**config.mk**
```make
export PLATFORM = sky130hd
export DESIGN_NAME = seg_display_scheduler
export DESIGN_NICKNAME = d
export VERILOG_FILES = /design/src/rtl/seg_display_scheduler.sv
export SDC_FILE = /design/constraint.sdc
export NUM_CORES = 1
export LEC_CHECK = 0
export CORE_MARGIN = 2
export CORE_UTILIZATION = 30
export CTS_CLUSTER_DIAMETER = 40
export CTS_CLUSTER_SIZE = 14
export DETAILED_ROUTE_END_ITERATION = 6
export GPL_ROUTABILITY_DRIVEN = 0
export PLACE_DENSITY = 0.5
export SYNTH_ARGS = -nofsm -noshare
export SYNTH_HDL_FRONTEND = slang
export SYNTH_SLANG_ARGS = --single-unit
export TNS_END_PERCENT = 100
```
**constraint.sdc**
```tcl
create_clock -name clk -period 5.69 [get_ports clk]
set_input_delay 1.707 -clock clk [delete_from_list [all_inputs] [get_ports clk]]
set_output_delay 1.707 -clock clk [all_outputs]
set_load 0.05 [all_outputs]
```
**src/rtl/seg_display_scheduler.sv**
```systemverilog
// seg_display_scheduler: 4-digit seven-segment scan and entry/status source arbiter.
// Define SEG_BLANKING_EN to blank all digits for the first BLANK_CYCLES of each slot.
module seg_display_scheduler #(
  parameter int CLK_DIV      = 1000,
  parameter int BLANK_CYCLES = 8,
  parameter int HOLD_FRAMES  = 250
) (
  input  logic       clk,
  input  logic       rst,
  input  logic       entry_valid,
  input  logic [3:0] entry_digit,
  output logic       entry_ready,
  input  logic       entry_clear,
  input  logic       status_req,
  input  logic [3:0] status_code,
  output logic       status_ack,
  output logic       busy,
  output logic       seg_src,
  output logic [1:0] slot,
  output logic [3:0] dig,
  output logic [6:0] glyph
);
  localparam int PW = $clog2(CLK_DIV);
  localparam int HW = $clog2(HOLD_FRAMES) + 1;
  typedef enum logic [1:0] {ENTRY, PEND, STATUS} state_t;
  if (CLK_DIV < 2 || BLANK_CYCLES >= CLK_DIV || HOLD_FRAMES < 1) begin : g_bad
    $error("seg_display_scheduler: illegal parameters");
  end
  logic [PW-1:0] pcnt;
  logic [HW-1:0] hold;
  logic [15:0]   ent;
  logic [3:0]    vld, code, disp, sel;
  logic          tc, frame, push, fresh;
  state_t        state;
  assign tc          = pcnt == PW'(CLK_DIV - 1);
  assign frame       = tc & (slot == 2'd3);
  assign entry_ready = ~&vld;
  assign push        = entry_valid & entry_ready;
  assign busy        = state != ENTRY;
  assign seg_src     = state == STATUS;
  assign sel         = ~(4'b0001 << slot);
`ifdef SEG_BLANKING_EN
  assign dig = (32'(pcnt) < BLANK_CYCLES) ? 4'b1111 : sel;
`else
  assign dig = sel;
`endif
  always_ff @(posedge clk) begin
    if (rst) begin
      pcnt <= '0;
      slot <= '0;
    end else begin
      pcnt <= tc ? '0 : pcnt + 1'b1;
      if (tc) slot <= slot + 2'd1;
    end
  end
  // newest digit enters position 3; older ones slide toward position 0
  always_ff @(posedge clk) begin
    if (rst) begin
      vld <= '0;
    end else if (push) begin
      vld <= entry_clear ? 4'b1000 : {1'b1, vld[3:1]};
      ent <= {entry_digit, ent[15:4]};
    end else if (entry_clear) begin
      vld <= '0;
    end
  end
  // a retrigger while showing waits in code/fresh so the current frame is never mixed
  always_ff @(posedge clk) begin
    if (rst) begin
      state      <= ENTRY;
      code       <= '0;
      disp       <= '0;
      fresh      <= 1'b0;
      hold       <= '0;
      status_ack <= 1'b0;
    end else begin
      status_ack <= status_req;
      if (status_req) begin
        code <= status_code;
        hold <= '0;
        if (state == ENTRY) state <= PEND;
        if (state == STATUS) begin
          if (frame) disp <= status_code;
          fresh <= ~frame;
        end
      end else if (frame && state == PEND) begin
        state <= STATUS;
        disp  <= code;
        hold  <= '0;
      end else if (frame && state == STATUS) begin
        if (fresh) begin
          disp  <= code;
          fresh <= 1'b0;
          hold  <= '0;
        end else if (hold == HW'(HOLD_FRAMES - 1)) begin
          state <= ENTRY;
        end else begin
          hold <= hold + 1'b1;
        end
      end
    end
  end
  function automatic logic [6:0] dec_seg(input logic [3:0] d);
    case (d)
      4'd0:    return 7'b1111110;
      4'd1:    return 7'b0110000;
      4'd2:    return 7'b1101101;
      4'd3:    return 7'b1111001;
      4'd4:    return 7'b0110011;
      4'd5:    return 7'b1011011;
      4'd6:    return 7'b1011111;
      4'd7:    return 7'b1110000;
      4'd8:    return 7'b1111111;
      4'd9:    return 7'b1111011;
      default: return 7'b0000001;
    endcase
  endfunction
  function automatic logic [6:0] stat_seg(input logic [3:0] c, input logic [1:0] s);
    logic [27:0] t;
    t = (c == 4'b1111) ? {7'b0010101, 7'b1001111, 7'b1100111, 7'b1111110} :
        (c == 4'b1000) ? {7'b0000101, 7'b0000101, 7'b1001111, 7'b0000000} : '0;
    return t[7*s +: 7];
  endfunction
  always_comb begin
    glyph = seg_src ? stat_seg(disp, slot) : vld[slot] ? dec_seg(ent[{slot, 2'b00} +: 4]) : 7'b0000000;
  end
endmodule

```
==> results of run 1 <==
## how the worst max path moves through the flow
stage,startpoint,to,slack [ns],cells past startpoint
4_1_cts,slot[0],glyph[3],0.83,7
5_1_grt,slot[0],glyph[3],0.63,7
6_report,slot[0],glyph[3],0.86,7
3_5_place_dp,slot[0],glyph[3],1.18,7
3_3_place_gp,slot[0],glyph[3],1.30,7
2_1_floorplan,slot[0],glyph[5],1.20,6
## cell type report
cell class                      instances  area [um2]
Clock buffer                            5        68.8
Sequential cell                        53        1220
Tap cell                              108         135
Fill cell                             870        5520
Multi-Input combinational cell        184        1310
Inverter                               13        48.8
Clock inverter                          3        17.5
Timing Repair Buffer                   32         313
## metrics by stage
stage / power (mW) / setup WS, ns
5_1_grt: 0.689 / 0.634
4_1_cts: 0.667 / 0.834
3_5_place_dp: 0.455 / 1.18
3_3_place_gp: 0.454 / 1.30
6_report: 0.655 / 0.860
2_1_floorplan: 0.436 / 1.20
## layer usage
layer  vias up  GRT usage  routed length, um
met3         2     0.0229                152
met4         0     0.0385                 43
met1       928      0.166               2720
met5         -          0                  0
li1       1012          -                  -
met2        29      0.181               2360
## cell families after synthesis
logic type | share of synthesized area
adder cells (fa/ha/maj) | 0.0568
XOR/XNOR | 0.0332
AO/OA/AOI/OAI | 0.116
multiplexers | 0.0805
AND/OR/NAND/NOR | 0.211
buffers and inverters | 0.0403
flip-flops | 0.462
## where the power goes
part / switching, mW / internal [mW] / leakage [nW] / total, mW
clock: 0.124 / 0.0856 / 0.0459 / 0.210
sequential: 0.00508 / 0.399 / 0.451 / 0.404
combinational: 0.0230 / 0.0192 / 0.573 / 0.0422
## sequential cells by signal (all words and copies together), names as in the netlist
| name | flops |
|---|---|
| state | 2 |
| fresh | 1 |
| slot | 2 |
| code | 4 |
| pcnt | 10 |
| vld | 4 |
| ent | 16 |
| status_ack | 1 |
| hold | 9 |
| disp | 4 |
## cells in the mapped netlist, types with 2 or more instances
master    instances  share of area
and2_1            2         0.0047
nor4_1            2         0.0047
a31oi_1           3         0.0071
or4b_1            2         0.0076
o21ai_0          13          0.025
nand4_1           6          0.014
nor3_1            8          0.015
mux2i_1          10          0.038
nor2_1           30          0.043
xnor2_1           8          0.027
xor2_1            2         0.0066
clkbuf_1          8          0.011
and3_1            5          0.012
o22ai_1           4         0.0095
nand2_1           4         0.0057
or4_1             6          0.017
edfxtp_1         16           0.18
dfxtp_1          37           0.28
a21oi_1          19          0.036
a311oi_1          4          0.013
inv_1            13          0.018
nand3b_1          2         0.0057
o21ai_1           4         0.0076
or2_2             3         0.0071
nand3_1           7          0.013
mux4_2            5          0.043
ha_1             12          0.057
nor2b_1           2         0.0047
nand2b_1          6          0.014
## critical path: stages, from the launching register on
cell and delay [ns]:
dfxtp_1 0.63, mux4_2 0.62, inv_1 0.14, ha_1 0.24, and2_1 0.15, nor3_1 0.22, o22ai_1 0.11, clkdlybuf4s50_1 0.71
==> metrics.md, run 1 <==
| Metric | Value |
|---|---|
| Status | `finished clean` |
| Vias in the first global route | `1925` |
| Tightest Pin Transition | `0.755 ns` |
| Endpoint, Worst Hold | `pcnt[0]` |
| Die Y | `97.8 um` |
| Clock Pin Slew Worst Setup and Hold Paths | `0.10 ns` |
| Via density | `4.95` |
| H-tree depth | `2` |
| Final min period | `4.83 ns` |
| ANT nets after route | `0` |
| CP arrival | `3.12 ns` |
| TritonRoute pass-1 iters | `4` |
| Post-synth EDFFs | `16` |
| Initial antenna violation count | `0` |
| Synth Register Bits | `53` |
| CTS tree | `done` |
| Final Hold Fails | `0` |
| Number of CTS-inserted buffers | `5` |
| Syn. warnings | `0` |
| Avg WL per Cell | `13.3 um` |
| Worst hold start | `pcnt[0]` |
| Hold Path Stages | `1` |
| First-pass GRT wire length | `9.32 mm` |
| R2r setup slk | `3.47 ns` |
| Core ar. | `0.00864 mm2` |
| Proportion of layout cells with a drive suffix above 1 | `0.0897` |
| Total track usage | `0.117` |
| Dpl cell area | `0.00303 mm2` |
| Share of the yosys chip area belonging to registers | `0.462` |
| Worst setup EP type | `output port` |
| Die area | `0.00957 mm2` |
| Worst setup path category | `reg2out` |
| Via count | `1971` |
| Setup violations, final | `0` |
| Skew final | `0.00793 ns` |
| Max cap viols | `0` |
| Final Util | `0.361` |
| PwrDens | `210 mW/mm2` |
| Period utilization | `0.849` |
| Syn_area_per_cell | `10.1 um2` |
| Worst skew pair latency | `0.30 ns` |
| Largest net degree at the start of global routing | `21` |
| Synth Instances | `262` |
| Cell variety after synth | `48` |
| CP Data Required Time | `3.98 ns` |
| Worst r2r src | `slot[1]` |
| CP Max Fanout | `10` |
| Half-perimeter wire length after placement | `3.89 mm` |
| Reg2reg end | `hold[3]` |
| CTS Buffer Depth | `2` |
| Number of diodes | `0` |
| Port Buffers | `29` |
| Design Area, Final | `0.00312 mm2` |
| Non-Filler Instances | `398` |
| Buffers inserted by post-CTS timing repair | `0` |
| Post-Syn Area | `0.00264 mm2` |
| FMAX | `207 MHz` |
| Peak VDD IR | `0.119 mV` |
| Fin. max-slew vios | `0` |
| DRT iter0 DRCs | `74` |
| Die width | `97.8 um` |
| Prevailing post-synth register cell | `dfxtp_1` |
| Fin nets | `314` |
| Root Buffer | `clkbuf_8` |
| GR Overflow Total | `0` |
| Placed cells | `390` |
| Post-CTS Resized | `0` |
| Io pins | `30` |
| Area growth syn-to-layout | `18.0%` |
| DRC | `0` |
| LEAKAGE | `1.07 nW` |
| CTS Hold Bufs | `0` |
| Startpoint types | `flip-flop` |
| Starting Density | `0.306` |
| Async S/R FF share, synth | `0` |
| WHS | `0.451 ns` |
| Commonest non-fill, non-tap cell in the layout | `dfxtp_1` |
| Total negative setup slack | `0 ns` |
| Worst min path class | `reg2reg` |
| Syn_nets | `287` |
| Leading cell types in the layout, fill and taps excluded | `dfxtp_1 (37), nor2_1 (30), clkdlybuf4s50_1 (29)` |
| CTS Sinks | `53` |
| FF-to-FF path depth | `5` |
| # rows | `34` |
| RSZ-0062 raised after global routing | `false` |
| Final wirelength | `5.28 mm` |
| Slew Limit Headroom | `0.494` |
(Power assumes the default switching activity.)
==> inputs of run 2 (changes only) <==
--- a/config.mk
+++ b/config.mk
@@ -11,7 +11,7 @@
 export CTS_CLUSTER_SIZE = 14
 export DETAILED_ROUTE_END_ITERATION = 6
 export GPL_ROUTABILITY_DRIVEN = 0
-export PLACE_DENSITY = 0.5
+export PLACE_DENSITY = 0.52
 export SYNTH_ARGS = -nofsm -noshare
 export SYNTH_HDL_FRONTEND = slang
 export SYNTH_SLANG_ARGS = --single-unit
==> constraint.sdc (replaced) <==
create_clock -name clk -period 4.4 [get_ports clk]
set_input_delay 1.32 -clock clk [delete_from_list [all_inputs] [get_ports clk]]
set_output_delay 1.32 -clock clk [all_outputs]
set_load 0.05 [all_outputs]
==> metrics.md, run 2 (synthesis results as in run 1) <==
| Metric | Value |
|---|---|
| Total track usage | `0.118 (was 0.117)` |
| Commonest non-fill, non-tap cell in the layout | `dfxtp_1 (unchanged)` |
| Worst slack, placed | `0.428 ns (was 1.18 ns)` |
| Setup slack after layout | `0.520 ns (was 0.860 ns)` |
| Final wirelength | `5.48 mm (was 5.28 mm)` |
| Design Area, Final | `0.00314 mm2 (was 0.00312 mm2)` |
| Worst skew pair latency | `0.31 ns (was 0.30 ns)` |
| Vias in the first global route | `1874 (was 1925)` |
| Die Y | `97.8 um (unchanged)` |
| Half-perimeter wire length after placement | `4.01 mm (was 3.89 mm)` |
| Setup violations, final | `0 (unchanged)` |
| Top sig layer | `met4 (unchanged)` |
| Worst hold start | `ent[9] (was pcnt[0])` |
| Reg2reg end | `hold[1] (was hold[3])` |
| Final Power | `910 uW (was 655 uW)` |
| Startpoint types | `flip-flop (unchanged)` |
| Die area | `0.00957 mm2 (unchanged)` |
| CP Data Required Time | `3.08 ns (was 3.98 ns)` |
| Top reg by flops | `ent (unchanged)` |
| CTS Hold Bufs | `0 (unchanged)` |
| Clock Pin Slew Worst Setup and Hold Paths | `0.10 ns (about the same)` |
| Root Buffer | `clkbuf_8 (unchanged)` |
| FF-to-FF path depth | `6 (was 5)` |
| Final min period | `3.88 ns` |
| First-pass GRT wire length | `9.14 mm (was 9.32 mm)` |
| Die width | `97.8 um (unchanged)` |
| Met2 WL post-DR | `2.32 mm (was 2.36 mm)` |
| Period utilization | `0.882` |
| PwrDens | `290 mW/mm2 (was 210 mW/mm2)` |
| Critical Path Max Stage Delay | `0.61 ns (was 0.71 ns)` |
| CP Cell Sequence | `mux4_2, inv_1, ha_1, and2_1, nor3_1, o22ai_1, dlymetal6s2s_1 (was mux4_2, inv_1, ha_1, and2_1, nor3_1, o22ai_1, clkdlybuf4s50_1)` |
| Met3 routed WL | `161 um (was 152 um)` |
| CTS Sinks | `53 (unchanged)` |
| Status | `finished clean (unchanged)` |
| Via density | `4.95 (about the same)` |
| LEAKAGE | `1.11 nW (was 1.07 nW)` |
| Worst min path class | `reg2reg (unchanged)` |
| Number of CTS-inserted buffers | `5 (unchanged)` |
| Leading cell types in the layout, fill and taps excluded | `dfxtp_1 (37), nor2_1 (30), clkdlybuf4s50_1 (22) (was dfxtp_1 (37), nor2_1 (30), clkdlybuf4s50_1 (29))` |
| CP Max Fanout | `7 (was 10)` |
| Fin. max-slew vios | `0 (unchanged)` |
| Slew Limit Headroom | `0.473 (was 0.494)` |
| Hold Path Stages | `0 (was 1)` |
| Largest net degree at the start of global routing | `21 (unchanged)` |
| Area growth syn-to-layout | `18.8% (was 18.0%)` |
| Worst r2r src | `slot[0] (was slot[1])` |
| Io pins | `30 (unchanged)` |
| ANT nets after route | `0 (unchanged)` |
| CP arrival | `2.56 ns (was 3.12 ns)` |
| Storage element area | `0.00122 mm2 (unchanged)` |
| DRT iter0 DRCs | `118 (was 74)` |
| Proportion of layout cells with a drive suffix above 1 | `0.113 (was 0.0897)` |
| Slowest cell on crit path | `mux4_2 (was clkdlybuf4s50_1)` |
| Dpl cell area | `0.00302 mm2 (was 0.00303 mm2)` |
| Avg WL per Cell | `13.7 um (was 13.3 um)` |
| Number of diodes | `0 (unchanged)` |
| Final Hold Fails | `0 (unchanged)` |
| H-tree depth | `2 (unchanged)` |
| Crit path buf inv count | `2 (unchanged)` |
| Max cap viols | `0 (unchanged)` |
| GR Overflow Total | `0 (unchanged)` |
| FILL cells | `881 (was 870)` |
| Port Buffers | `29 (unchanged)` |
| Endpoint, Worst Hold | `ent[5] (was pcnt[0])` |
| CTS Buffer Depth | `2 (unchanged)` |
| # rows | `34 (unchanged)` |
| RSZ-0062 raised after global routing | `false (unchanged)` |
| CTS tree | `done (unchanged)` |
| FMAX | `258 MHz` |
| Core ar. | `0.00864 mm2 (unchanged)` |
| Max reg flops | `16 (unchanged)` |
| Via count | `1976 (was 1971)` |
| Regs by FF count | `ent x16, pcnt x10, hold x9 (unchanged)` |
| Worst setup path category | `reg2out (unchanged)` |
| WHS | `0.451 ns (about the same)` |
| Initial antenna violation count | `0 (unchanged)` |
| Worst setup EP type | `output port (unchanged)` |
| Tightest Pin Transition | `0.785 ns (was 0.755 ns)` |
| Multi-input combinational cell area | `0.00131 mm2 (unchanged)` |
| Peak VDD IR | `0.142 mV (was 0.119 mV)` |
| DRC | `0 (unchanged)` |
| Total negative setup slack | `0 ns (unchanged)` |
| R2r setup slk | `2.22 ns (was 3.47 ns)` |
| Starting Density | `0.306 (unchanged)` |
| Fin nets | `315 (was 314)` |
| Top cell family by delay on the critical path | `multiplexers (was buffers and inverters)` |
| Post-Route M1 WL | `2.89 mm (was 2.72 mm)` |
| Skew final | `0.00885 ns (was 0.00793 ns)` |
| TritonRoute pass-1 iters | `4 (unchanged)` |
-- run 2: power by group --
part           switching, mW  leakage, nW  total [mW]  internal (mW)
Clock                  0.166       0.0518       0.333          0.168
Combinational         0.0301        0.610      0.0549         0.0248
Sequential           0.00643        0.451       0.522          0.515
-- run 2: worst max-delay path by stage --
stage                     endpoint  slack (ns)  cells after the start  startpoint
final                     glyph[3]        0.52                      7     slot[0]
after global routing      glyph[3]        0.31                      7     slot[0]
after CTS                 glyph[3]        0.07                      7     slot[0]
after detailed placement  glyph[3]        0.43                      7     slot[0]
after global placement    glyph[3]        0.47                      7     slot[0]
after floorplan           glyph[5]        0.30                      6     slot[0]
-- run 2: repair_timing --
item / CTS / global route
setup buffers: 0 / 0
resized for setup: 0 / 1
endpoints found under the setup margin: 0 / 1
-- run 2: through the flow --
stage	instances	util
2_1_floorplan	262	-
3_3_place_gp	391	0.350
3_5_place_dp	391	0.350
4_1_cts	399	0.363
5_1_grt	399	0.363
6_report	399	0.363
-- run 2: per-layer routing --
metal | track usage | up-vias
met2 | 0.175 | 27
met3 | 0.0265 | 7
met1 | 0.166 | 932
met4 | 0.0470 | 0
met5 | 0 | -
li1 | - | 1010
-- run 2: final cells by class --
type,count,share of cell area
tap,108,0.0431
clock inverter,3,0.0132
inverter,13,0.0156
sequential,53,0.389
multi-input combinational,184,0.419
timing repair buffer,33,0.0981
clock buffer,5,0.0219
==> inputs of run 3 (changes only) <==
--- a/config.mk
+++ b/config.mk
@@ -5,6 +5,7 @@
 export SDC_FILE = /design/constraint.sdc
 export NUM_CORES = 1
 export LEC_CHECK = 0
+export CORE_ASPECT_RATIO = 1.4
 export CORE_MARGIN = 2
 export CORE_UTILIZATION = 30
 export CTS_CLUSTER_DIAMETER = 40
==> constraint.sdc (replaced) <==
create_clock -name clk -period 3.45 [get_ports clk]
set_input_delay 1.035 -clock clk [delete_from_list [all_inputs] [get_ports clk]]
set_output_delay 1.035 -clock clk [all_outputs]
set_load 0.05 [all_outputs]
==> metrics.md, run 3 (synthesis results as in run 1) <==
| Metric | Value |
|---|---|
| Die Y | `115 um (was 97.8 um)` |
| CTS Sinks | `53 (unchanged)` |
| Via density | `4.95 (about the same)` |
| Status | `finished clean (unchanged)` |
| CP Max Fanout | `9 (was 7)` |
| Die width | `83.3 um (was 97.8 um)` |
| Max cap viols | `0 (unchanged)` |
| CP Data Required Time | `2.41 ns (was 3.08 ns)` |
| # rows | `40 (was 34)` |
| Skew final | `0.00475 ns (was 0.00885 ns)` |
| Number of diodes | `0 (unchanged)` |
| Final wirelength | `5.55 mm (was 5.48 mm)` |
| Logic pwr share | `0.060 (about the same)` |
| Half-perimeter wire length after placement | `4.08 mm (was 4.01 mm)` |
| Internal power | `961 uW (was 708 uW)` |
| Clock share of power | `0.396 (was 0.366)` |
| H-tree depth | `2 (unchanged)` |
| Proportion of layout cells with a drive suffix above 1 | `0.149 (was 0.113)` |
| Switching Fraction | `0.214 (was 0.222)` |
| Core ar. | `0.00856 mm2 (was 0.00864 mm2)` |
| Commonest non-fill, non-tap cell in the layout | `dfxtp_1 (unchanged)` |
| Final Util | `0.386 (was 0.363)` |
| Initial antenna violation count | `0 (unchanged)` |
| Clock Pin Slew Worst Setup and Hold Paths | `0.06 ns (was 0.10 ns)` |
| First-pass GRT wire length | `9.60 mm (was 9.14 mm)` |
| Peak VDD IR | `0.183 mV (was 0.142 mV)` |
| Setup violations, final | `0 (unchanged)` |
| Number of CTS-inserted buffers | `5 (unchanged)` |
| Dpl cell area | `0.00313 mm2 (was 0.00302 mm2)` |
| LEAKAGE | `1.16 nW (was 1.11 nW)` |
| Leading cell types in the layout, fill and taps excluded | `dfxtp_1 (36), nor2_1 (30), clkdlybuf4s50_1 (22) (was dfxtp_1 (37), nor2_1 (30), clkdlybuf4s50_1 (22))` |
| GR Overflow Total | `0 (unchanged)` |
| CP arrival | `2.31 ns (was 2.56 ns)` |
| ANT nets after route | `0 (unchanged)` |
| Worst skew pair latency | `0.29 ns (was 0.31 ns)` |
| Period utilization | `0.970` |
| FMAX | `299 MHz` |
| TritonRoute pass-1 iters | `4 (unchanged)` |
| Total track usage | `0.124 (was 0.118)` |
| Max reg flops | `16 (unchanged)` |
| FF-to-FF path depth | `6 (unchanged)` |
| Avg WL per Cell | `13.9 um (was 13.7 um)` |
| Worst min path class | `reg2reg (unchanged)` |
| Io pins | `30 (unchanged)` |
| Vias in the first global route | `2026 (was 1874)` |
| PwrDens | `370 mW/mm2 (was 290 mW/mm2)` |
| Final Hold Fails | `0 (unchanged)` |
| Design Area, Final | `0.00331 mm2 (was 0.00314 mm2)` |
| Fin. max-slew vios | `0 (unchanged)` |
| Area growth syn-to-layout | `25.2% (was 18.8%)` |
| Total negative setup slack | `0 ns (unchanged)` |
| Root Buffer | `clkbuf_16 (was clkbuf_8)` |
| Regs by FF count | `ent x16, pcnt x10, hold x9 (unchanged)` |
| Via count | `1980 (was 1976)` |
| Hold Path Stages | `0 (unchanged)` |
| Tightest Pin Transition | `0.778 ns (was 0.785 ns)` |
| Final min period | `3.35 ns` |
| Worst setup path category | `reg2out (unchanged)` |
| Top reg by flops | `ent (unchanged)` |
| Largest net degree at the start of global routing | `21 (unchanged)` |
| Startpoint types | `flip-flop (unchanged)` |
| FILL cells | `858 (was 881)` |
| Fin nets | `319 (was 315)` |
| DRT iter0 DRCs | `90 (was 118)` |
| Worst setup EP type | `output port (unchanged)` |
| Reg power frac | `0.544 (was 0.573)` |
| Psw | `262 uW (was 202 uW)` |
| CTS Buffer Depth | `2 (unchanged)` |
| Port Buffers | `29 (unchanged)` |
| RSZ-0062 raised after global routing | `false (unchanged)` |
| Starting Density | `0.309 (was 0.306)` |
| Slew Limit Headroom | `0.478 (was 0.473)` |
| DRC | `0 (unchanged)` |
| Die area | `0.00958 mm2 (was 0.00957 mm2)` |
| CTS tree | `done (unchanged)` |
run 3: cell type report:
class / instances / area (um2) / area share
multi-input combinational: 184 / 1360 / 0.411
inverter: 13 / 48.8 / 0.0148
clock buffer: 8 / 136 / 0.0412
tap: 105 / 131 / 0.0397
timing repair buffer: 37 / 408 / 0.123
sequential: 53 / 1220 / 0.370
run 3: per-stage QoR:
step / hold WS, ns / power, mW / setup WS [ns] / cells
after floorplan: 0.418 / 0.719 / 0.0450 / 262
after global placement: 0.431 / 0.751 / 0.367 / 389
after detailed placement: 0.435 / 0.752 / 0.347 / 389
after CTS: 0.450 / 1.24 / 0.0293 / 397
after global routing: 0.461 / 1.28 / 0.00357 / 400
final: 0.447 / 1.22 / 0.102 / 400
run 3: worst max-delay path: stages, from the launching register on:
cell,delay (ns)
dfxtp_4,0.39
buf_4,0.19
mux4_2,0.59
o21ai_1,0.19
nand3_2,0.21
o22ai_2,0.22
buf_4,0.22
run 3: power by group through the flow:
stage | clock network, mW | logic [mW] | registers (mW)
finish | 0.485 | 0.0732 | 0.665
global route | 0.528 | 0.0820 | 0.667
CTS | 0.502 | 0.0719 | 0.666
detailed placement | 0 | 0.0717 | 0.681
global placement | 0 | 0.0708 | 0.680
floorplan | 0 | 0.0398 | 0.680
run 3: per-layer routing:
layer,track usage,vias up,part of all wire
met5,0,-,0
met1,0.153,917,0.46
li1,-,1017,-
met3,0.0172,8,0.026
met4,0.0645,0,0.024
met2,0.210,38,0.49
run 3: worst paths after layout:
kind	slack (ns)	from	end
worst min register to register	0.45	ent[10]	ent[6]
worst max register to register	1.34	slot[1]	hold[3]
worst min-delay path	0.45	ent[10]	ent[6]
worst max-delay path	0.10	slot[0]	glyph[3]
run 3: repair_timing:
| action | 4_1_cts | 5_1_grt |
|---|---|---|
| hold buffers | 0 | 0 |
| gates resized for setup | 0 | 4 |
| buffers inserted | 0 | 3 |
| endpoints found under the setup margin | 0 | 5 |
